==> config.mk <==
export PLATFORM = sky130hd
export DESIGN_NAME = seven_segment_display_arbiter
export DESIGN_NICKNAME = d
export VERILOG_FILES = /design/src/rtl/lc3_display_pkg.sv /design/src/rtl/rr_picker.sv /design/src/rtl/seven_segment_display_arbiter.sv
export SDC_FILE = /design/constraint.sdc
export NUM_CORES = 1
export LEC_CHECK = 0
export CAP_MARGIN = 25
export CORE_UTILIZATION = 50
export CTS_BUF_LIST = sky130_fd_sc_hd__clkbuf_4 sky130_fd_sc_hd__clkbuf_8
export CTS_CLUSTER_SIZE = 40
export DETAILED_ROUTE_END_ITERATION = 10
export MAX_ROUTING_LAYER = met4
export PLACE_DENSITY = 0.83
export SYNTH_ARGS = -nofsm -noshare
export SYNTH_HDL_FRONTEND = slang
export SYNTH_HIERARCHICAL = 1
export SYNTH_SLANG_ARGS = --single-unit
==> constraint.sdc <==
create_clock -name clock -period 3.7 [get_ports clock]
set_input_delay 0.925 -clock clock [delete_from_list [all_inputs] [get_ports clock]]
set_output_delay 0.925 -clock clock [all_outputs]
set_load 0.01 [all_outputs]
==> src/rtl/lc3_display_pkg.sv <==
// Shared definitions for the LC-3 debug display arbiter.
//   state_t        : arbiter FSM encoding (IDLE, SHOW)
//   DISPLAY_W      : width of one hex display value (4 digits)
//   DWELL_DEFAULT  : default hold time, 0.5 s at 100 MHz
package lc3_display_pkg;

    localparam int DISPLAY_W     = 16;
    localparam int DWELL_DEFAULT = 50_000_000;

    typedef enum logic {
        IDLE = 1'b0,
        SHOW = 1'b1
    } state_t;

endpackage

==> src/rtl/rr_picker.sv <==
// Combinational round-robin picker.
//   req       in  NUM_REQ  request vector
//   pointer   in  SRC_W    highest-priority index for this pick
//   winner    out NUM_REQ  one-hot first requester at or after pointer (wrapping)
//   index     out SRC_W    binary index of winner
//   any_valid out 1        at least one request is present
module rr_picker #(
    parameter  int NUM_REQ = 4,
    localparam int SRC_W   = $clog2(NUM_REQ)
) (
    input  logic [NUM_REQ-1:0] req,
    input  logic [SRC_W-1:0]   pointer,
    output logic [NUM_REQ-1:0] winner,
    output logic [SRC_W-1:0]   index,
    output logic               any_valid
);

    assign any_valid = |req;

    // Walk the candidates in priority order; the first hit wins. The index is
    // wrapped by subtraction so non power-of-two NUM_REQ works.
    always_comb begin
        int               cand;
        logic [SRC_W-1:0] cand_idx;
        logic             found;
        winner   = '0;
        index    = '0;
        found    = 1'b0;
        cand     = 0;
        cand_idx = '0;
        for (int i = 0; i < NUM_REQ; i++) begin
            cand = int'(pointer) + i;
            if (cand >= NUM_REQ) cand = cand - NUM_REQ;
            cand_idx = SRC_W'(cand);
            if (!found && req[cand_idx]) begin
                found            = 1'b1;
                winner[cand_idx] = 1'b1;
                index            = cand_idx;
            end
        end
    end

endmodule

==> src/rtl/seven_segment_display_arbiter.sv <==
// Shares one 4-digit hex display among NUM_REQ debug sources. Round-robin
// grant with a minimum dwell per source so each value stays readable.
//   clock         in  1            system clock
//   reset_n       in  1            async active-low reset
//   req           in  NUM_REQ      per-source request, level sensitive
//   req_data      in  16*NUM_REQ   source i value at [16*i+15:16*i]
//   freeze        in  1            hold current grant past dwell expiry
//   grant         out NUM_REQ      registered one-hot grant, zero when idle
//   source_id     out SRC_W        binary index of granted source
//   display_data  out 16           registered value for the display decoder
//   display_valid out 1            high while a source is granted
module seven_segment_display_arbiter
    import lc3_display_pkg::*;
#(
    parameter  int NUM_REQ = 4,
    parameter  int DWELL   = DWELL_DEFAULT,
    localparam int SRC_W   = $clog2(NUM_REQ)
) (
    input  logic                           clock,
    input  logic                           reset_n,
    input  logic [NUM_REQ-1:0]             req,
    input  logic [DISPLAY_W*NUM_REQ-1:0]   req_data,
    input  logic                           freeze,
    output logic [NUM_REQ-1:0]             grant,
    output logic [SRC_W-1:0]               source_id,
    output logic [DISPLAY_W-1:0]           display_data,
    output logic                           display_valid
);

    localparam int               CNT_W  = $clog2(DWELL);
    localparam logic [CNT_W-1:0] RELOAD = CNT_W'(DWELL - 1);

    state_t                              state;
    logic [CNT_W-1:0]                    count;
    logic [SRC_W-1:0]                    pointer;
    logic [NUM_REQ-1:0][DISPLAY_W-1:0]   data_arr;

    logic [NUM_REQ-1:0]                  pick_onehot;
    logic [SRC_W-1:0]                    pick_idx;
    logic                                pick_any;
    logic [SRC_W-1:0]                    next_ptr;
    logic                                cur_req;

    assign data_arr = req_data;
    assign cur_req  = req[source_id];
    assign next_ptr = (pick_idx == SRC_W'(NUM_REQ - 1)) ? '0 : pick_idx + SRC_W'(1);

    // Pointer always sits one past the last winner, so picking from it both
    // starts IDLE arbitration fairly and yields "next requester after the
    // current one" on expiry/release, wrapping back to the current source
    // when it is the only one left.
    rr_picker #(.NUM_REQ(NUM_REQ)) u_picker (
        .req       (req),
        .pointer   (pointer),
        .winner    (pick_onehot),
        .index     (pick_idx),
        .any_valid (pick_any)
    );

    always_ff @(posedge clock or negedge reset_n) begin
        if (!reset_n) begin
            state         <= IDLE;
            grant         <= '0;
            source_id     <= '0;
            display_data  <= '0;
            display_valid <= 1'b0;
            count         <= '0;
            pointer       <= '0;
        end else begin
            case (state)
                IDLE: begin
                    if (pick_any) begin
                        grant         <= pick_onehot;
                        source_id     <= pick_idx;
                        display_valid <= 1'b1;
                        count         <= RELOAD;
                        pointer       <= next_ptr;
                        state         <= SHOW;
                    end
                end
                SHOW: begin
                    // Tracks the live value of the granted source, one cycle behind.
                    display_data <= data_arr[source_id];
                    if (cur_req && count != '0) begin
                        count <= count - CNT_W'(1);
                    end else if (cur_req && freeze) begin
                        // Expired but frozen; a dropped request is never held.
                        count <= '0;
                    end else if (pick_any) begin
                        grant     <= pick_onehot;
                        source_id <= pick_idx;
                        count     <= RELOAD;
                        pointer   <= next_ptr;
                    end else begin
                        // display_data keeps the last shown value while idle.
                        grant         <= '0;
                        display_valid <= 1'b0;
                        state         <= IDLE;
                    end
                end
                default: state <= IDLE;
            endcase
        end
    end

endmodule

Yosys cells after proc, flatten, opt, wreduce, memory -nomap -nowiden
Cells that the tools add are included.
{"block": "word_totals", "elab_cells": 117, "out_inout_bits": 23, "reg_bits": 52}
{"block": "op_classes", "order_cmp": 13, "reduce_logical": 17, "bitwise": 4, "eq_ne": 5, "add_sub_neg": 9, "mux": 62}
{"op": "26-bit 2-to-1 mux", "n": 3}
{"op": "26-bit one-hot mux with 2 select lines", "n": 1}
{"op": "16-bit binary-select mux with 2-bit select", "n": 1}
{"op": "4-bit 2-to-1 mux", "n": 8}
{"op": "2-bit 2-to-1 mux", "n": 15}
{"op": "26-bit nonzero test", "n": 1}
{"op": "26-bit by 1-bit subtractor with 26-bit output, second input constant", "n": 1}
{"op": "1-bit 2-to-1 mux", "n": 19}
{"op": "16-bit 2-to-1 mux", "n": 1}
{"op": "2-bit by 3-bit less-than comparator with 1-bit output, second input constant", "n": 5}
{"op": "4-bit OR", "n": 3}
{"op": "1-bit binary-select mux with 2-bit select", "n": 5}
{"op": "3-bit greater-or-equal comparator, second input constant", "n": 3}
{"op": "1-bit logical AND", "n": 9}
{"op": "1-bit demux with 2-bit select", "n": 4}
{"op": "2-bit by 1-bit greater-or-equal comparator with 1-bit output, second input constant", "n": 4}
{"op": "2-bit != test, second input constant", "n": 4}
{"op": "2-bit one-hot mux with 2 select lines", "n": 2}
{"op": "4-bit one-hot mux with 2 select lines", "n": 1}
{"op": "2-bit by 1-bit subtractor with 2-bit output, second input constant", "n": 4}
{"op": "2-bit by 2-bit adder with 3-bit output, second input constant", "n": 2}
{"op": "1-bit one-hot mux with 2 select lines", "n": 2}
{"op": "4-bit AND reduction", "n": 1}
{"op": "4-bit OR reduction", "n": 1}
{"op": "other kinds (8)", "n": 10}

Depth between registers and ports, before layout
Gate-level depths: netlist of the first run.
{"block": "depth", "depth_word": 20, "ltp_mapped": 11}

Cells and area by module
The synthesis of the first run kept the hierarchy.
{"module": "seven_segment_display_arbiter", "area_each_um2": 2905.3, "cells_per_inst": 249, "n_inst": 1}
{"module": "rr_picker", "area_each_um2": 446.7, "cells_per_inst": 51, "n_inst": 1}

Worst setup path before layout of the first run
OpenSTA, ideal clock, no wires.
{"block": "synth_path", "path_kind": "in2reg", "start": "input port req[2]", "end": "register pointer[1]", "t_arrival_ns": 2.539, "slack_ns": 1.036, "stages": 7, "setup_time_ns": 0.125, "cell_sequence": "mux4_2 nor2b_4 o21ai_2 and3_4 o22ai_1 ha_1 mux2_2"}
{"block": "synth_via", "elab_chain_len": 18, "elab_cells_between_ends": 36}
{"item": "from (decl)", "line": "seven_segment_display_arbiter.sv:21", "rtl": "input logic [NUM_REQ-1:0] req,"}
{"item": "1-bit binary-select mux with 2-bit select", "line": "rr_picker.sv:35", "rtl": "if (!found && req[cand_idx]) begin"}
{"item": "1-bit 2-to-1 mux (implied by the code)", "line": "rr_picker.sv:35"}
{"item": "1-bit 2-to-1 mux", "line": "rr_picker.sv:35"}
{"item": "1-bit zero test", "line": "rr_picker.sv:35"}
{"item": "1-bit logical AND", "line": "rr_picker.sv:35"}
{"item": "1-bit 2-to-1 mux", "line": "rr_picker.sv:35"}
{"item": "1-bit zero test", "line": "rr_picker.sv:35"}
{"item": "1-bit logical AND", "line": "rr_picker.sv:35"}
{"item": "[4 not listed]"}
{"item": "named net pick_idx[1]", "line": "seven_segment_display_arbiter.sv:39", "rtl": "logic [SRC_W-1:0] pick_idx;"}
{"item": "2-bit by 1-bit adder with 2-bit output or 2-bit equality test (tied branches)", "line": "seven_segment_display_arbiter.sv:46", "rtl": "assign next_ptr = (pick_idx == SRC_W'(NUM_REQ - 1)) ? '0 : pick_idx + SRC_W'(1);"}
{"item": "2-bit 2-to-1 mux (*)", "line": "seven_segment_display_arbiter.sv:46"}
{"item": "named net next_ptr[1]", "line": "seven_segment_display_arbiter.sv:41", "rtl": "logic [SRC_W-1:0] next_ptr;"}
{"item": "2-bit 2-to-1 mux (*)", "line": "seven_segment_display_arbiter.sv:72, seven_segment_display_arbiter.sv:89"}
{"item": "2-bit 2-to-1 mux", "line": "seven_segment_display_arbiter.sv:86", "rtl": "end else if (cur_req && freeze) begin"}
{"item": "2-bit 2-to-1 mux", "line": "seven_segment_display_arbiter.sv:84", "rtl": "if (cur_req && count != '0) begin"}
{"item": "2-bit one-hot mux with 2 select lines (*)", "line": "seven_segment_display_arbiter.sv:70", "rtl": "case (state)"}
{"item": "to (signal assigned)", "line": "seven_segment_display_arbiter.sv:77", "rtl": "pointer <= next_ptr;"}
{"item": "to (signal assigned)", "line": "seven_segment_display_arbiter.sv:93", "rtl": "pointer <= next_ptr;"}
{"item": "to (decl)", "line": "seven_segment_display_arbiter.sv:35", "rtl": "logic [SRC_W-1:0] pointer;"}
The timed path passes the listed nets; every way through them passes the cells marked *. The select of a mux whose other input is x is not followed.
A chain may end at the register's enable or synchronous reset.

Final worst setup path of the first run
{"block": "layout_path", "start": "input port req[3]", "end": "register source_id[1]"}
{"block": "layout_via", "elab_chain_len": 16, "elab_cells_between_ends": 33}
{"item": "1-bit binary-select mux with 2-bit select", "line": "rr_picker.sv:35"}
{"item": "1-bit 2-to-1 mux (implied by the code)", "line": "rr_picker.sv:35"}
{"item": "1-bit 2-to-1 mux", "line": "rr_picker.sv:35"}
{"item": "1-bit zero test", "line": "rr_picker.sv:35"}
{"item": "1-bit logical AND", "line": "rr_picker.sv:35"}
{"item": "1-bit 2-to-1 mux", "line": "rr_picker.sv:35"}
{"item": "1-bit zero test", "line": "rr_picker.sv:35"}
{"item": "1-bit logical AND", "line": "rr_picker.sv:35"}
{"item": "1-bit 2-to-1 mux", "line": "rr_picker.sv:35"}
{"item": "1-bit zero test", "line": "rr_picker.sv:35"}
{"item": "1-bit logical AND", "line": "rr_picker.sv:35"}
{"item": "2-bit 2-to-1 mux", "line": "rr_picker.sv:35"}
{"item": "2-bit 2-to-1 mux", "line": "seven_segment_display_arbiter.sv:72, seven_segment_display_arbiter.sv:89"}
{"item": "2-bit 2-to-1 mux", "line": "seven_segment_display_arbiter.sv:86"}
{"item": "2-bit 2-to-1 mux", "line": "seven_segment_display_arbiter.sv:84"}
{"item": "2-bit one-hot mux with 2 select lines", "line": "seven_segment_display_arbiter.sv:70"}
{"item": "to (signal assigned)", "line": "seven_segment_display_arbiter.sv:74", "rtl": "source_id <= pick_idx;"}
{"item": "to (signal assigned)", "line": "seven_segment_display_arbiter.sv:91", "rtl": "source_id <= pick_idx;"}
{"item": "to (decl)", "line": "seven_segment_display_arbiter.sv:25", "rtl": "output logic [SRC_W-1:0] source_id,"}
Several ways; a longest one is shown, not always the timed one. The select of a mux whose other input is x is not followed.

==> results.txt, run 1 <==
The number of distinct library cells after synthesis is 56. Across the routed clock network, the largest skew measured is 0.009402 ns. The remaining routing DRC violations is 0. met2 is the most crowded layer. Global routing consumed, on the met1 layer, 36.15% of the routing resources.

By area, the combinational part of the netlist is dominated by multiplexers. The I/O pin count came out at 94. The die width came out at 83.88 um.

The total of fill cells in the finished design came out at between 400 and 500. The cell area after technology mapping came out at 0.003352 mm2. The clock slew at the register clock pins of the worst setup and hold paths came out at 0.09 ns. The cell at the root of the clock tree is sky130_fd_sc_hd__clkbuf_8.

The routing usage on met3 is 5.836%. The initial utilization of the core area, before any placement, comes to 52.19%. After synthesis, the largest area contributor takes up 38.82% of total cell area. The endpoint arrival time on the critical path came out at about 3.4 ns. The repair_antennas step left the layout with diodes totalling 0.

The relative slew slack came out at 42.43%. After the last flow step, the layout net total stands at 465. The critical-path maximum fanout is 10. The clock drives 52 sinks. Port buffering added 93 buffers. The half-perimeter wire length after placement is 6742 um. Summing the areas of all and, or, nand and nor instances in the mapped netlist gives 15.15% of the synthesized area. The total count of hold-check failures in the final report was 0.

Of the cells placed in the final design, the portion with a size suffix greater than 1 is 18.09%. For this run, the top clock speed supported by timing is 313.9 MHz. The sequential share of the synthesized area came out at slightly below 40%.

The maximum vdd ir drop came out at 0.0003816 V. The CTS tree is done. The synthesized netlist devotes about 17% of its cell area to compound gates. The number of buffers inserted for hold repair after clock tree synthesis is 0. Overall power consumption after layout is estimated at 2.942 mW. Synthesis produced a netlist whose cell count is 300. The routed length per instance is between 15 and 20 um. The number of maximum-capacitance violations is 0. The post-detailed-route via-to-cell ratio came out at 6.487. The xor and xnor area share after synthesis came out at 0%. Ranked by total cell area, the synthesized netlist is headed by sky130_fd_sc_hd__dfrtp_1 39%, sky130_fd_sc_hd__mux4_2 13%, sky130_fd_sc_hd__mux2_2 6.4%. The register bit count reported by yosys came out at 52. The post-detailed-placement cell area came out at 0.004297 mm2. The minimum clock period came out at about 3.2 ns.

Once the clock tree was built, the setup fixing pass inserted 0 buffers. The final RePlAce weighted congestion came out at about 0.9. The proportion of synthesized area in mux cells is between 20% and 30%. Setup repair after global routing left no endpoint under its margin. The share of the core filled with cells in the final layout came out at 68.40%. Setup violations remaining at the end of the flow were counted as 0. The total negative setup slack came out at 0 ns.

The number of antenna-violating nets in the routed design is 0. From synthesis to final layout, the design area changed by 31.06%. In this run the static leakage power is 1.676 nW. The final number of max-transition violations came out at 0. The endpoint kind of the worst setup timing path is a register.

For this run, the leading register cell type out of synthesis is sky130_fd_sc_hd__dfrtp_1. The initialized floorplan defines 29 standard-cell rows. The most instantiated library cell after synthesis is sky130_fd_sc_hd__dfrtp_1. The length of the first detailed-routing pass in iterations is 5. Broken down by cell family, the worst path's largest delay share belongs to multiplexers. The maximum buffer depth of the clock tree is 2. Counting instances in the post-synthesis netlist gives the leading cell types as 52 x sky130_fd_sc_hd__dfrtp_1, 24 x sky130_fd_sc_hd__o21ai_0, 20 x sky130_fd_sc_hd__mux4_2. The post-route cell area is 0.004393 mm2.

The area of the die came out at 0.007035 mm2. The power density over the cells is approximately 670 mW/mm2. The dominant cell type by area after synthesis is sky130_fd_sc_hd__dfrtp_1. Global routing finished with a remaining overflow of 0. Dividing the final minimum period by the clock period gives 86.09%. The initial antenna violation count came out at 0. The die is 83.88 um tall.

The net count after synthesis is 378. Counting both buffers and inverters, the worst setup path holds a total of 1. Entering global routing, the biggest net connects 30 pins. For the worst-skew pair, the clock arrives at the later sink with an insertion delay of 0.31 ns.

The tightest min-delay check is of the register to register type. The average cell area after synthesis is 11.17 um2. The flow ran to the end, and the final reports show no timing, DRC or antenna violations. The number of global-route vias before repair came out at 3062. In the global route stage, overall resource usage came out at 27.91%. Walking the worst path, the cells encountered are clkdlybuf4s50_1 -> mux4_2 -> nand2_1 -> a31oi_1 -> nor2_2 -> mux2_2.

The area inside the core boundary is 0.006422 mm2. The critical-path cell with the highest stage delay is sky130_fd_sc_hd__clkdlybuf4s50_1. The total wire length after detailed routing came out at 9068 um.

The number of H-tree levels came out at 2. The total CTS buffers is 5. The count of synthesis-stage warnings from yosys is 6. The post-cts gate resize count is 0.

The proportion of register bits with asynchronous set or reset after synthesis came out at 100.0%. The via count came out at 3010. The worst setup path is launched from an input pin. The global routing met2 resource utilization came out at around 45%. For the pin with the worst max-slew slack, the measured transition is 0.8635 ns. By startpoint and endpoint, the worst setup path is classified as input pin to register. The number of enable flip-flop cells after synthesis came out at 0. The DRC marker count from the first detailed-route iteration came out at 264. The arithmetic-cell share of the synthesized area counting full adders, half adders and majority gates is 2.613%.

The delay of the slowest cell on the worst path came out at about 0.57 ns. At the worst endpoint, the required time is 3.89 ns. The first-pass GRT wire length came out at 14920 um.
[metrics by stage]
| stage | cells | hold slack [ns] | setup slack, ns |
|---|---|---|---|
| after floorplan | 300 | 0.4713 | 1.036 |
| after global placement | 457 | 0.4899 | 0.3675 |
| after detailed placement | 457 | 0.4897 | 0.2540 |
| after CTS | 464 | 0.5149 | 0.5757 |
| after global routing | 464 | 0.5410 | 0.4343 |
| final | 464 | 0.5151 | 0.5147 |
[final cells by class]
type	count	area, um2	share of cell area (%)
Multi-Input combinational cell	220	1894	43.12
Sequential cell	52	1301	29.62
Timing Repair Buffer	99	970.9	22.10
Clock buffer	7	96.34	2.193
Tap cell	77	96.34	2.193
Inverter	9	33.78	0.7690
[per-layer routing]
metal | up-vias | wire length [um]
li1 | 1354 | -
met1 | 1461 | 3727
met2 | 169 | 4428
met3 | 26 | 725
met4 | 0 | 187
met5 | - | 0
[worst paths after layout]
kind	startpoint	end	slack [ns]	cells past startpoint
setup / recovery	req[3]	source_id[1]	0.51	6
hold / removal	display_data[4]	display_data[4]	0.52	1
setup reg to reg	pointer[1]	pointer[1]	0.65	9
hold reg to reg	display_data[4]	display_data[4]	0.52	1
max in group asynchronous	reset_n	count[16]	2.28	2
min in group asynchronous	reset_n	count[1]	0.64	1
[worst register-to-register path, delay by kind of cell (launching register included)]
family | cells | cell delay, ns
AO/OA/AOI/OAI | 2 | 0.25
adder cells (fa/ha/maj) | 2 | 0.75
buffers and inverters | 1 | 0.16
flip-flops | 1 | 0.61
multiplexers | 2 | 0.76
AND/OR/NAND/NOR | 2 | 0.42
[registers in the layout, indices dropped and copies added (netlist names)]
| register | cells |
|---|---|
| display_valid | 1 |
| display_data | 16 |
| state | 1 |
| grant | 4 |
| count | 26 |
| source_id | 2 |
| pointer | 2 |
[cells by family after synthesis]
family / Yosys count
AO/OA/AOI/OAI: 83
buffers and inverters: 28
flip-flops: 52
AND/OR/NAND/NOR: 87
multiplexers: 43
adder cells (fa/ha/maj): 7
[where the power goes]
| group | switching [mW] | internal [mW] |
|---|---|---|
| Clock | 0.183 | 0.167 |
| Combinational | 0.787 | 0.878 |
| Sequential | 0.183 | 0.743 |
| Total | 1.15 | 1.79 |
[placed cells by master, fill, tap and decap left out, drive strengths merged, types with 7 or more instances in the layout]
cell,count
o31ai,7
o21ai,26
clkdlybuf4s50,92
buf,7
or4,7
nor3,10
nor2,12
or3,10
dfrtp,52
ha,7
nand2,16
mux2,19
clkbuf,7
mux4,21
a22oi,9
nand3,12
inv,9
Power figures use the tool's default switching activity.
==> run 2: changes to the inputs <==
==> constraint.sdc (replaced) <==
create_clock -name clock -period 3.95 [get_ports clock]
set_input_delay 0.9875 -clock clock [delete_from_list [all_inputs] [get_ports clock]]
set_output_delay 0.9875 -clock clock [all_outputs]
set_load 0.01 [all_outputs]
==> results.txt, run 2 (synthesized netlist as in run 1, its figures left out) <==
The worst clock skew came to 0.006990 ns (-0.002412 ns). For hold timing, the worst endpoint is display_data[4]. The worst setup slack after placement is 0.4311 ns (+0.1771 ns). The post-detailed-route via-to-cell ratio was 6.494 (about the same). The initial antenna violation count was 0 (unchanged). The number of global-route vias before repair came to 2958 (-3.4%). The total chip power came to 2.752 mW (-6.5%). The number of buffers inserted for hold repair after clock tree synthesis is 0 (unchanged). The endpoint identified for the worst register-to-register timing path is pointer[1].

The post-route fraction of the period consumed by the critical path is 82.10%. The maximum vdd ir drop came to 0.0003575 V (-6.3%). The number of H-tree levels came to 2 (unchanged). The startpoint identified for the worst hold timing path is display_data[4]. The area inside the core boundary is 0.006422 mm2 (unchanged). The minimum clock period is 3.243 ns.

The maximum clock rate is 308.4 MHz. The worst hold path class is register to register. The worst hold slack is 0.5167 ns (+0.001582 ns).

The number of antenna-violating nets in the routed design came out at 0 (unchanged). The CTS tree is done. The number of port buffers is 93 (unchanged).

The area added between synthesis and finish is 30.87%. The number of clock sinks was 52 (unchanged). The total count of hold-check failures in the final report is 0 (unchanged). The total negative setup slack is 0 ns (unchanged).

The critical path data required time is 4.15 ns (+0.26 ns). The library cells used most frequently in the layout, excluding fill and tap cells, are 92 x sky130_fd_sc_hd__clkdlybuf4s50_1, 52 x sky130_fd_sc_hd__dfrtp_1, 24 x sky130_fd_sc_hd__o21ai_0, 20 x sky130_fd_sc_hd__mux4_2, 19 x sky130_fd_sc_hd__mux2_2. The total CTS buffers came out at 5 (unchanged). Setup repair after global routing left no endpoint under its margin. The worst reg-to-reg setup slack is 0.82 ns (+0.17 ns). The via count came out at 3013 (+0.10%). The die width is 83.88 um (unchanged). The clock slew at the register clock pins of the worst setup and hold paths came out at 0.10 ns (about the same). In this run the critical register-to-register path is launched from pointer[0].

The number of standard cells in the final layout excluding fillers is 464 (unchanged). The number of flip-flops in the largest register is 26 (unchanged). The I/O pin count is 94 (unchanged). The multi-input combinational cell area came out at 0.001894 mm2 (unchanged).

The overall routing resource usage came to 27.31% (-0.60 points). STA classifies the critical path endpoint as a register. The library cell used most frequently in the layout, excluding fill and tap cells, is sky130_fd_sc_hd__clkdlybuf4s50_1. The clock latency on the worst-skew pair came out at 0.31 ns (about the same). The total wire length after detailed routing came out at 8895 um (-1.9%). The count of nets after finishing came out at 464 (-0.22%). The endpoint arrival time on the critical path is 3.44 ns (+0.06 ns).

The first-pass GRT wire length came out at 14520 um (-2.7%). The cell depth of the worst min-delay path was 1 (unchanged). The global-route congestion overflow total is 0 (unchanged). The final RePlAce weighted congestion came out at 0.9235 (-0.13%). The post-cts gate resize count was 0 (unchanged). The cell at the root of the clock tree is sky130_fd_sc_hd__clkbuf_8. The total of fill cells in the finished design came to 471 (+2.8%). The post-CTS setup buffer count came out at 0 (unchanged).

The antenna diode count is 0 (unchanged). The maximum buffer depth of the clock tree came to 2 (unchanged). The area of the die came out at 0.007035 mm2 (unchanged).

The vertical die dimension came out at 83.88 um (unchanged). The relative slew slack is 45.34% (+2.9 points). The number of cells on the worst reg-to-reg path came out at 9 (unchanged). The worst-case setup margin in the final layout is 0.7070 ns (+0.1923 ns). The remaining routing DRC violations is 0 (unchanged). The sequential cell area came out at 0.001301 mm2 (unchanged). The register with the most flip-flops in the final layout is count.

The final number of max-transition violations came out at 0 (unchanged). The slew at the pin closest to its max-slew limit came out at 0.8200 ns (-0.04357 ns). The critical-path maximum fanout came to 10 (unchanged). The effective utilization at floorplan came out at 52.19% (unchanged). The number of cell rows came out at 29 (unchanged). The maximum number of pins on one net before global-route repair is 32 (+6.7%). The critical path start-end classification is input pin to register. The length of the first detailed-routing pass in iterations is 5 (unchanged). The DRC marker count from the first detailed-route iteration is 227 (-14%). The largest registers in the layout are count x26, display_data x16, grant x4. The power density over the cells came out at 627.3 mW/mm2 (-6.3%).

The run finished with clean final reports. The half-perimeter wire length after placement is 6552 um (-2.8%). The routed length per instance is 19.17 um (-1.9%).

The reported leakage power is 1.664 nW (-0.71%). The total setup violations reported at the end of the flow came to 0 (unchanged). The number of placed cells counting well taps is 456 (-0.22%). The ratio of cells with drive above 1 in the final layout is 18.09% (unchanged). The number of maximum-capacitance violations is 0 (unchanged). The worst setup path is launched from an input pin.
## run 2: cell count changes in the layout (fill, tap and decap cells not counted), sizes merged
cell,previous run,this run
buf,7,6
clkinvlp,0,2
clkbuf,7,6
## run 2: worst max-delay path by stage
| stage | startpoint | end |
|---|---|---|
| 6_report | req[3] | source_id[1] |
| 5_1_grt | req[3] | source_id[1] |
| 4_1_cts | req[3] | source_id[1] |
| 3_5_place_dp | req[2] | pointer[1] |
| 3_3_place_gp | req[3] | source_id[0] |
| 2_1_floorplan | req[2] | pointer[1] |
## run 2: power breakdown
part           total (mW)  internal (mW)  switching, mW
Clock               0.329          0.142          0.187
Sequential          0.884          0.696          0.189
Combinational        1.54          0.817          0.722
Total                2.75           1.65           1.10
## run 2: final cells by class
class / instances / area share (%)
Multi-Input combinational cell: 220 / 43.18
Inverter: 9 / 0.7701
Timing Repair Buffer: 98 / 21.96
Sequential cell: 52 / 29.66
Clock inverter: 2 / 0.3423
Clock buffer: 6 / 1.882
Tap cell: 77 / 2.196
## run 2: worst max-delay path: stages
cell	delay, ns
sky130_fd_sc_hd__clkdlybuf4s50_1	0.54
sky130_fd_sc_hd__mux4_2	0.56
sky130_fd_sc_hd__nand2_1	0.28
sky130_fd_sc_hd__a31oi_1	0.20
sky130_fd_sc_hd__nor2_2	0.49
sky130_fd_sc_hd__mux2_2	0.40
## run 2: per-stage QoR
| stage | area [um2] | utilization [%] |
|---|---|---|
| floorplan | 3352 | - |
| global placement | 4289 | 66.78 |
| detailed placement | 4289 | 66.78 |
| CTS | 4387 | 68.30 |
| global route | 4387 | 68.30 |
| finish | 4387 | 68.30 |
## run 2: metal layers
layer  up-vias  GRT usage (%)  part of all wire [%]
met4         0          6.270                   1.3
met1      1467          33.71                    41
li1       1366              -                     -
met5         -              -                     0
met2       168          46.65                    50
met3        12          5.341                   7.6
